$ cat src/rtl/axi_gpio_irq_ctrl.sv
// ----------------------------------------------------------------------------
// axi_gpio_irq_ctrl
//
// AXI4-Lite slave GPIO block: NUM_OUT byte-strobed output registers that drive
// GPIO_OUT, plus an IN_WIDTH-bit synchronised input port with per-bit edge
// detection, W1C interrupt status and a single registered level IRQ.
//
// Register map (offset = addr[7:0], addr[1:0] ignored):
//   0x00 + 4k  OUT_k       RW   k < NUM_OUT, bits [OUT_WIDTH-1:0]
//   0x40       IN_DATA     RO   synchronised GPIO_IN
//   0x44       IRQ_EN      RW
//   0x48       IRQ_STATUS  W1C  set by edge events (set beats clear)
//   0x4C       EDGE_SEL    RW   0 = rising edge, 1 = falling edge
//   other      unmapped    SLVERR, no state change, read data 0
//
// Ports:
//   ACLK, ARESETn           clock, asynchronous active-low reset
//   S_AW* / S_W* / S_B*     AXI4-Lite write address / data / response
//   S_AR* / S_R*            AXI4-Lite read address / data
//   GPIO_OUT                concatenated OUT registers, reg k at [k*OUT_WIDTH +: OUT_WIDTH]
//   GPIO_IN                 asynchronous inputs
//   IRQ_OUT                 level interrupt, |(IRQ_STATUS & IRQ_EN) registered
// ----------------------------------------------------------------------------
module axi_gpio_irq_ctrl #(
  parameter int unsigned ADDR_WIDTH  = 32,
  parameter int unsigned NUM_OUT     = 4,
  parameter int unsigned OUT_WIDTH   = 8,
  parameter int unsigned IN_WIDTH    = 8,
  parameter int unsigned SYNC_STAGES = 2
) (
  input  logic                         ACLK,
  input  logic                         ARESETn,
  // Write address channel
  input  logic [ADDR_WIDTH-1:0]        S_AWADDR,
  input  logic                         S_AWVALID,
  output logic                         S_AWREADY,
  // Write data channel
  input  logic [31:0]                  S_WDATA,
  input  logic [3:0]                   S_WSTRB,
  input  logic                         S_WVALID,
  output logic                         S_WREADY,
  // Write response channel
  output logic [1:0]                   S_BRESP,
  output logic                         S_BVALID,
  input  logic                         S_BREADY,
  // Read address channel
  input  logic [ADDR_WIDTH-1:0]        S_ARADDR,
  input  logic                         S_ARVALID,
  output logic                         S_ARREADY,
  // Read data channel
  output logic [31:0]                  S_RDATA,
  output logic [1:0]                   S_RRESP,
  output logic                         S_RVALID,
  input  logic                         S_RREADY,
  // GPIO
  output logic [NUM_OUT*OUT_WIDTH-1:0] GPIO_OUT,
  input  logic [IN_WIDTH-1:0]          GPIO_IN,
  output logic                         IRQ_OUT
);

  // Word indices (addr[7:2]) of the fixed registers.
  localparam logic [5:0] IdxInData    = 6'h10;
  localparam logic [5:0] IdxIrqEn     = 6'h11;
  localparam logic [5:0] IdxIrqStatus = 6'h12;
  localparam logic [5:0] IdxEdgeSel   = 6'h13;

  localparam logic [1:0] RespOkay   = 2'b00;
  localparam logic [1:0] RespSlvErr = 2'b10;

  // --------------------------------------------------------------------------
  // State
  // --------------------------------------------------------------------------
  // r_active keeps every READY low while in reset and rises on the first edge after.
  logic                                r_active;

  logic                                r_aw_held;
  logic [5:0]                          r_aw_idx;
  logic                                r_w_held;
  logic [31:0]                         r_wdata;
  logic [3:0]                          r_wstrb;
  logic                                r_bvalid;
  logic [1:0]                          r_bresp;

  logic                                r_rvalid;
  logic [31:0]                         r_rdata;
  logic [1:0]                          r_rresp;

  logic [NUM_OUT-1:0][OUT_WIDTH-1:0]   r_out;
  logic [IN_WIDTH-1:0]                 r_irq_en;
  logic [IN_WIDTH-1:0]                 r_irq_status;
  logic [IN_WIDTH-1:0]                 r_edge_sel;
  logic [SYNC_STAGES-1:0][IN_WIDTH-1:0] r_sync;
  logic [IN_WIDTH-1:0]                 r_prev;
  logic                                r_irq;

  // --------------------------------------------------------------------------
  // Combinational signals
  // --------------------------------------------------------------------------
  logic                                w_aw_hs;
  logic                                w_w_hs;
  logic                                w_ar_hs;
  logic                                w_commit;
  logic [31:0]                         w_wmask;
  logic [OUT_WIDTH-1:0]                w_out_mask;
  logic [IN_WIDTH-1:0]                 w_in_mask;
  logic                                w_wr_ok;
  logic [NUM_OUT-1:0][OUT_WIDTH-1:0]   w_out_d;
  logic [IN_WIDTH-1:0]                 w_irq_en_d;
  logic [IN_WIDTH-1:0]                 w_edge_sel_d;
  logic [IN_WIDTH-1:0]                 w_status_clr;
  logic [IN_WIDTH-1:0]                 w_status_d;
  logic [IN_WIDTH-1:0]                 w_sync;
  logic [IN_WIDTH-1:0]                 w_event;
  logic [5:0]                          w_rd_idx;
  logic [31:0]                         w_rd_data;
  logic                                w_rd_ok;
  logic                                w_unused;

  // --------------------------------------------------------------------------
  // Handshakes
  // --------------------------------------------------------------------------
  assign S_AWREADY = r_active & ~r_aw_held & ~r_bvalid;
  assign S_WREADY  = r_active & ~r_w_held & ~r_bvalid;
  assign S_ARREADY = r_active & ~r_rvalid;

  assign w_aw_hs  = S_AWVALID & S_AWREADY;
  assign w_w_hs   = S_WVALID & S_WREADY;
  assign w_ar_hs  = S_ARVALID & S_ARREADY;
  // Address and data both captured: apply the write on this edge.
  assign w_commit = r_aw_held & r_w_held;

  assign S_BVALID = r_bvalid;
  assign S_BRESP  = r_bresp;
  assign S_RVALID = r_rvalid;
  assign S_RDATA  = r_rdata;
  assign S_RRESP  = r_rresp;
  assign GPIO_OUT = r_out;
  assign IRQ_OUT  = r_irq;

  // --------------------------------------------------------------------------
  // Write decode: next values of the RW registers if the held write commits
  // --------------------------------------------------------------------------
  assign w_wmask    = {{8{r_wstrb[3]}}, {8{r_wstrb[2]}}, {8{r_wstrb[1]}}, {8{r_wstrb[0]}}};
  assign w_out_mask = w_wmask[OUT_WIDTH-1:0];
  assign w_in_mask  = w_wmask[IN_WIDTH-1:0];

  always_comb begin
    w_out_d      = r_out;
    w_irq_en_d   = r_irq_en;
    w_edge_sel_d = r_edge_sel;
    w_status_clr = '0;
    w_wr_ok      = 1'b1;
    if ({26'd0, r_aw_idx} < NUM_OUT) begin
      for (int unsigned k = 0; k < NUM_OUT; k++) begin
        if ({26'd0, r_aw_idx} == k) begin
          w_out_d[k] = (r_out[k] & ~w_out_mask) | (r_wdata[OUT_WIDTH-1:0] & w_out_mask);
        end
      end
    end else begin
      case (r_aw_idx)
        IdxInData: begin
          // Read-only: accepted with OKAY, nothing changes.
        end
        IdxIrqEn: begin
          w_irq_en_d = (r_irq_en & ~w_in_mask) | (r_wdata[IN_WIDTH-1:0] & w_in_mask);
        end
        IdxIrqStatus: begin
          w_status_clr = r_wdata[IN_WIDTH-1:0] & w_in_mask;
        end
        IdxEdgeSel: begin
          w_edge_sel_d = (r_edge_sel & ~w_in_mask) | (r_wdata[IN_WIDTH-1:0] & w_in_mask);
        end
        default: begin
          w_wr_ok = 1'b0;
        end
      endcase
    end
  end

  // --------------------------------------------------------------------------
  // Input synchroniser, edge detect and interrupt status
  // --------------------------------------------------------------------------
  assign w_sync  = r_sync[SYNC_STAGES-1];
  // Events compare sync against its own history, so flipping EDGE_SEL alone
  // never produces one.
  assign w_event = (r_edge_sel & r_prev & ~w_sync) | (~r_edge_sel & w_sync & ~r_prev);

  // Clear first, then OR in new events so a coincident event wins.
  assign w_status_d = (r_irq_status & ~(w_status_clr & {IN_WIDTH{w_commit}})) | w_event;

  // --------------------------------------------------------------------------
  // Read decode
  // --------------------------------------------------------------------------
  assign w_rd_idx = S_ARADDR[7:2];

  always_comb begin
    w_rd_data = '0;
    w_rd_ok   = 1'b1;
    if ({26'd0, w_rd_idx} < NUM_OUT) begin
      for (int unsigned k = 0; k < NUM_OUT; k++) begin
        if ({26'd0, w_rd_idx} == k) begin
          w_rd_data[OUT_WIDTH-1:0] = r_out[k];
        end
      end
    end else begin
      case (w_rd_idx)
        IdxInData:    w_rd_data[IN_WIDTH-1:0] = w_sync;
        IdxIrqEn:     w_rd_data[IN_WIDTH-1:0] = r_irq_en;
        IdxIrqStatus: w_rd_data[IN_WIDTH-1:0] = r_irq_status;
        IdxEdgeSel:   w_rd_data[IN_WIDTH-1:0] = r_edge_sel;
        default:      w_rd_ok = 1'b0;
      endcase
    end
  end

  // --------------------------------------------------------------------------
  // Sequential state
  // --------------------------------------------------------------------------
  always_ff @(posedge ACLK or negedge ARESETn) begin
    if (!ARESETn) begin
      r_active     <= 1'b0;
      r_aw_held    <= 1'b0;
      r_aw_idx     <= '0;
      r_w_held     <= 1'b0;
      r_wdata      <= '0;
      r_wstrb      <= '0;
      r_bvalid     <= 1'b0;
      r_bresp      <= RespOkay;
      r_rvalid     <= 1'b0;
      r_rdata      <= '0;
      r_rresp      <= RespOkay;
      r_out        <= '0;
      r_irq_en     <= '0;
      r_irq_status <= '0;
      r_edge_sel   <= '0;
      r_sync       <= '0;
      r_prev       <= '0;
      r_irq        <= 1'b0;
    end else begin
      r_active <= 1'b1;

      // Write channel
      if (w_aw_hs) begin
        r_aw_held <= 1'b1;
        r_aw_idx  <= S_AWADDR[7:2];
      end
      if (w_w_hs) begin
        r_w_held <= 1'b1;
        r_wdata  <= S_WDATA;
        r_wstrb  <= S_WSTRB;
      end
      if (w_commit) begin
        r_aw_held  <= 1'b0;
        r_w_held   <= 1'b0;
        r_bvalid   <= 1'b1;
        r_bresp    <= w_wr_ok ? RespOkay : RespSlvErr;
        r_out      <= w_out_d;
        r_irq_en   <= w_irq_en_d;
        r_edge_sel <= w_edge_sel_d;
      end else if (r_bvalid && S_BREADY) begin
        r_bvalid <= 1'b0;
      end

      // Read channel: data is captured once and held until accepted.
      if (w_ar_hs) begin
        r_rvalid <= 1'b1;
        r_rdata  <= w_rd_data;
        r_rresp  <= w_rd_ok ? RespOkay : RespSlvErr;
      end else if (r_rvalid && S_RREADY) begin
        r_rvalid <= 1'b0;
      end

      // Inputs and interrupts
      r_sync[0] <= GPIO_IN;
      for (int unsigned i = 1; i < SYNC_STAGES; i++) begin
        r_sync[i] <= r_sync[i-1];
      end
      r_prev       <= w_sync;
      r_irq_status <= w_status_d;
      r_irq        <= |(r_irq_status & r_irq_en);
    end
  end

  // Address bits outside [7:2] and write-data/strobe bits beyond the register
  // widths are deliberately ignored.
  assign w_unused = ^{S_AWADDR, S_ARADDR, r_wdata, w_wmask};

endmodule

$ cat config.mk
export PLATFORM = sky130hd
export DESIGN_NAME = axi_gpio_irq_ctrl
export DESIGN_NICKNAME = d
export VERILOG_FILES = /design/src/rtl/axi_gpio_irq_ctrl.sv
export SDC_FILE = /design/constraint.sdc
export NUM_CORES = 1
export LEC_CHECK = 0
export ABC_AREA = 1
export BUFFER_PORTS_ARGS = -buffer_cell sky130_fd_sc_hd__buf_2
export CAP_MARGIN = 20
export CORE_UTILIZATION = 43
export DETAILED_ROUTE_END_ITERATION = 12
export PLACE_DENSITY_LB_ADDON = 0.15
export SLEW_MARGIN = 10
export SYNTH_ARGS = -nofsm -noshare
export SYNTH_HDL_FRONTEND = slang
export SYNTH_SLANG_ARGS = --single-unit
$ cat constraint.sdc
create_clock -name ACLK -period 1.7 [get_ports ACLK]
set_clock_uncertainty 0.1 [all_clocks]
set_input_delay 0 -clock ACLK [delete_from_list [all_inputs] [get_ports ACLK]]
set_output_delay 0 -clock ACLK [all_outputs]
set_load 0.005 [all_outputs]
==> metrics.txt <==
CP Launch Type=flop; share of the synthesized area in the top cell type=0.549; Clock H-tree levels=3; vias per cell=5.04; min-delay worst type=in2reg; Mapped Avg Cell Area=9.32 sq um; Design Area, Final=6260 sq um; Hold Vio Cnt, Final=0; Tcrit/Tclk final=0.972; drc violations=0; Least-Margin Pin Slew=0.510 ns; Psw=2.77 mW; hpwl dp=8480 um; Die W=between 100 and 150 um; synth top area cells=dfrtp_1 (55%), nand2_1 (8.2%), nand3_1 (4.1%), buf_4 (4.0%), o21ai_1 (3.8%); clock share of power=0.249; max frequency=about 610 MHz; Reg clk slew, reported paths=0.07 ns; CP arrival=1.77 ns; reg2reg setup slack=0.05 ns; port bufs=83; CTS tree=yes; Die ar.=12200 sq um; DR WL/cell=15.1 um; Top Ports=189; fill count=about 1100; outcome=finished, final reports clean; # clock sinks=111; diodes inserted=0; sequential fraction of the synthesis area=0.549; Starting Density=0.441; slowest stage delay, CP=0.38 ns; first-pass GRT wire length=19800 um; Leakage Power=3.12 nW; grt ovf=0; Clock Tree Root=clkbuf_16; initial DRC count=217; antenna viol nets, final=0; met2 Use GR=0.330; gr usage total=0.208; Core Box Area=11500 sq um; Crit Path Max Fanout=16; post-synth cell types=30; grt met3 use=0.0280; share of layout cells above drive strength 1=0.266; Worst Path Required=1.82 ns; routability cong.=0.825; die height=110 um; Sequential Power Share=0.483; worst vdd ir=approximately 0.74 mV; max-slew violation count=0; Clock Tree Buf Depth=2; CTS Buf Count=9; warnings from Yosys=0; Synth area leader=dfrtp_1; Comb pwr share=0.268; final net count=782; RSZ-0062 raised after global routing=yes; max cap viols=0; Clock Latency Late Sink=approximately 0.34 ns; Post-Route Utilization=0.546; GR peak layer=met2; first drt pass iteration count=5; met1 usage=0.285; Area Overhead vs Synth=23.7%; hold slack=roughly 0.018 ns; Tmin final=1.65 ns; pwr dens=1260 nW/um^2; P_int=~5.1 mW; Post-Route WL=12300 um; synthesized cell area=5060 sq um; Setup crit end kind=flop; Area after DPL=5560 sq um; Synth Register Bits=111; # setup viols final=0; Slew HR=0.660; Placed Cells=764; Switching Fraction=0.350; CP cell instances=or2_4, nor3_4, and2_4, nand2_4, nand2_1, o21ai_1; post-route insts no fill=between 800 and 900; Post-Syn Instances=543; critical path class=reg2reg; number of global-route vias before repair=about 3900; Critical Path Slowest Stage Cell=dfrtp_1; largest net degree at the start of global routing=36; setup total negative slack=0 ns; Vias=4105; FP Rows=39; antenna violations before repair=0
## kinds of logic (layout without fill, tap and decap cells)
logic type,count (synthesis),after routing,synth area share
mux,4,4,0.00890
simple gates,261,262,0.247
other cells,2,27,0.00148
buf+inv,82,185,0.0907
compound gates,83,83,0.103
flops,111,111,0.549
## power groups by stage
stage          Sequential, mW  Combinational [mW]  Clock [mW]
2_1_floorplan            3.73                1.25           0
3_3_place_gp             3.82                1.97           0
3_5_place_dp             3.85                2.02           0
4_1_cts                  3.80                2.08        2.01
5_1_grt                  3.89                2.40        2.12
6_report                 3.82                2.12        1.97
## cells in the mapped netlist
library cell,instances
dfrtp_1,111
nand2_1,111
nor2_1,48
nand3_1,41
o21ai_1,38
inv_1,31
nand4_1,30
buf_4,27
o21ai_2,18
a21oi_1,12
buf_2,10
o211ai_1,9
or2_2,7
nor2_2,6
buf_6,5
inv_2,4
mux2_1,4
nand2_2,4
nand2_4,4
nor3_2,4
clkbuf_1,3
nor3_4,3
o21ai_0,3
a221oi_1,2
clkinv_1,2
conb_1,2
a21boi_2,1
and2_4,1
nor3_1,1
or2_4,1
## path summary, 6_finish.rpt
path / start / endpoint / depth (start not counted)
max in group asynchronous: ARESETn / async pin / 3
min in group asynchronous: ARESETn / async pin / 2
setup reg to reg: r_aw_idx[3] / flop / 6
setup / recovery: r_aw_idx[3] / flop / 6
hold reg to reg: r_sync[5] / w_sync[5] / 0
hold / removal: S_WVALID / r_w_held / 4
## critical path: cells and delay by family (launching register included)
kind / cells / cell delay [ns]
and+or+nand+nor: 5 / 0.97
DFF: 1 / 0.38
AOI/OAI and AO/OA: 1 / 0.06
## per-stage QoR
| stage | power [mW] | setup WS, ns |
|---|---|---|
| CTS | 7.90 | 0.00793 |
| finish | 7.91 | 0.0479 |
| detailed placement | 5.87 | 0.0671 |
| floorplan | 4.99 | 0.158 |
| global route | 8.41 | -0.0532 |
| global placement | 5.79 | 0.0964 |
## timing repair
| item | CTS | global route |
|---|---|---|
| hold buffers | 30 | 0 |
| hold endpoints to repair | 139 | 0 |
| gates resized for setup | 0 | 13 |
| buffers inserted | 0 | 4 |
| setup endpoints to repair | 0 | 23 |
## final cells by class
class,count,area [sq um],area share
flip-flops and latches,111,2780,0.444
multi-input cells,376,1990,0.318
repair buffers,132,898,0.144
clock buffers,11,243,0.0388
well taps,143,179,0.0286
inverters,37,139,0.0222
clock inverters,5,33.8,0.00540
## layout by cell type (no fill, tap or decap), types with 2 or more instances in the layout
cell / Yosys / routed
a21oi_1: 12 / 12
a221oi_1: 2 / 2
buf_12: 0 / 3
buf_2: 10 / 82
buf_4: 27 / 17
clkbuf_16: 0 / 9
clkinv_1: 2 / 2
clkinv_2: 0 / 2
clkinvlp_4: 0 / 2
conb_1: 2 / 27
dfrtp_1: 111 / 111
dlygate4sd3_1: 0 / 30
inv_1: 31 / 31
inv_2: 4 / 4
mux2_1: 4 / 4
nand2_1: 111 / 104
nand2_2: 4 / 10
nand2_4: 4 / 3
nand2_8: 0 / 3
nand3_1: 41 / 41
nand4_1: 30 / 30
nor2_1: 48 / 48
nor2_2: 6 / 6
nor3_2: 4 / 4
nor3_4: 3 / 4
o211ai_1: 9 / 9
o21ai_0: 3 / 3
o21ai_1: 38 / 38
o21ai_2: 18 / 18
or2_2: 7 / 7
## layer usage
metal / part of all wire / wire (um)
met1: 0.46 / 5690
met2: 0.47 / 5780
met3: 0.046 / 559
met4: 0.021 / 261
met5: 0 / 0
No activity file was read; power rests on OpenSTA's default activity.
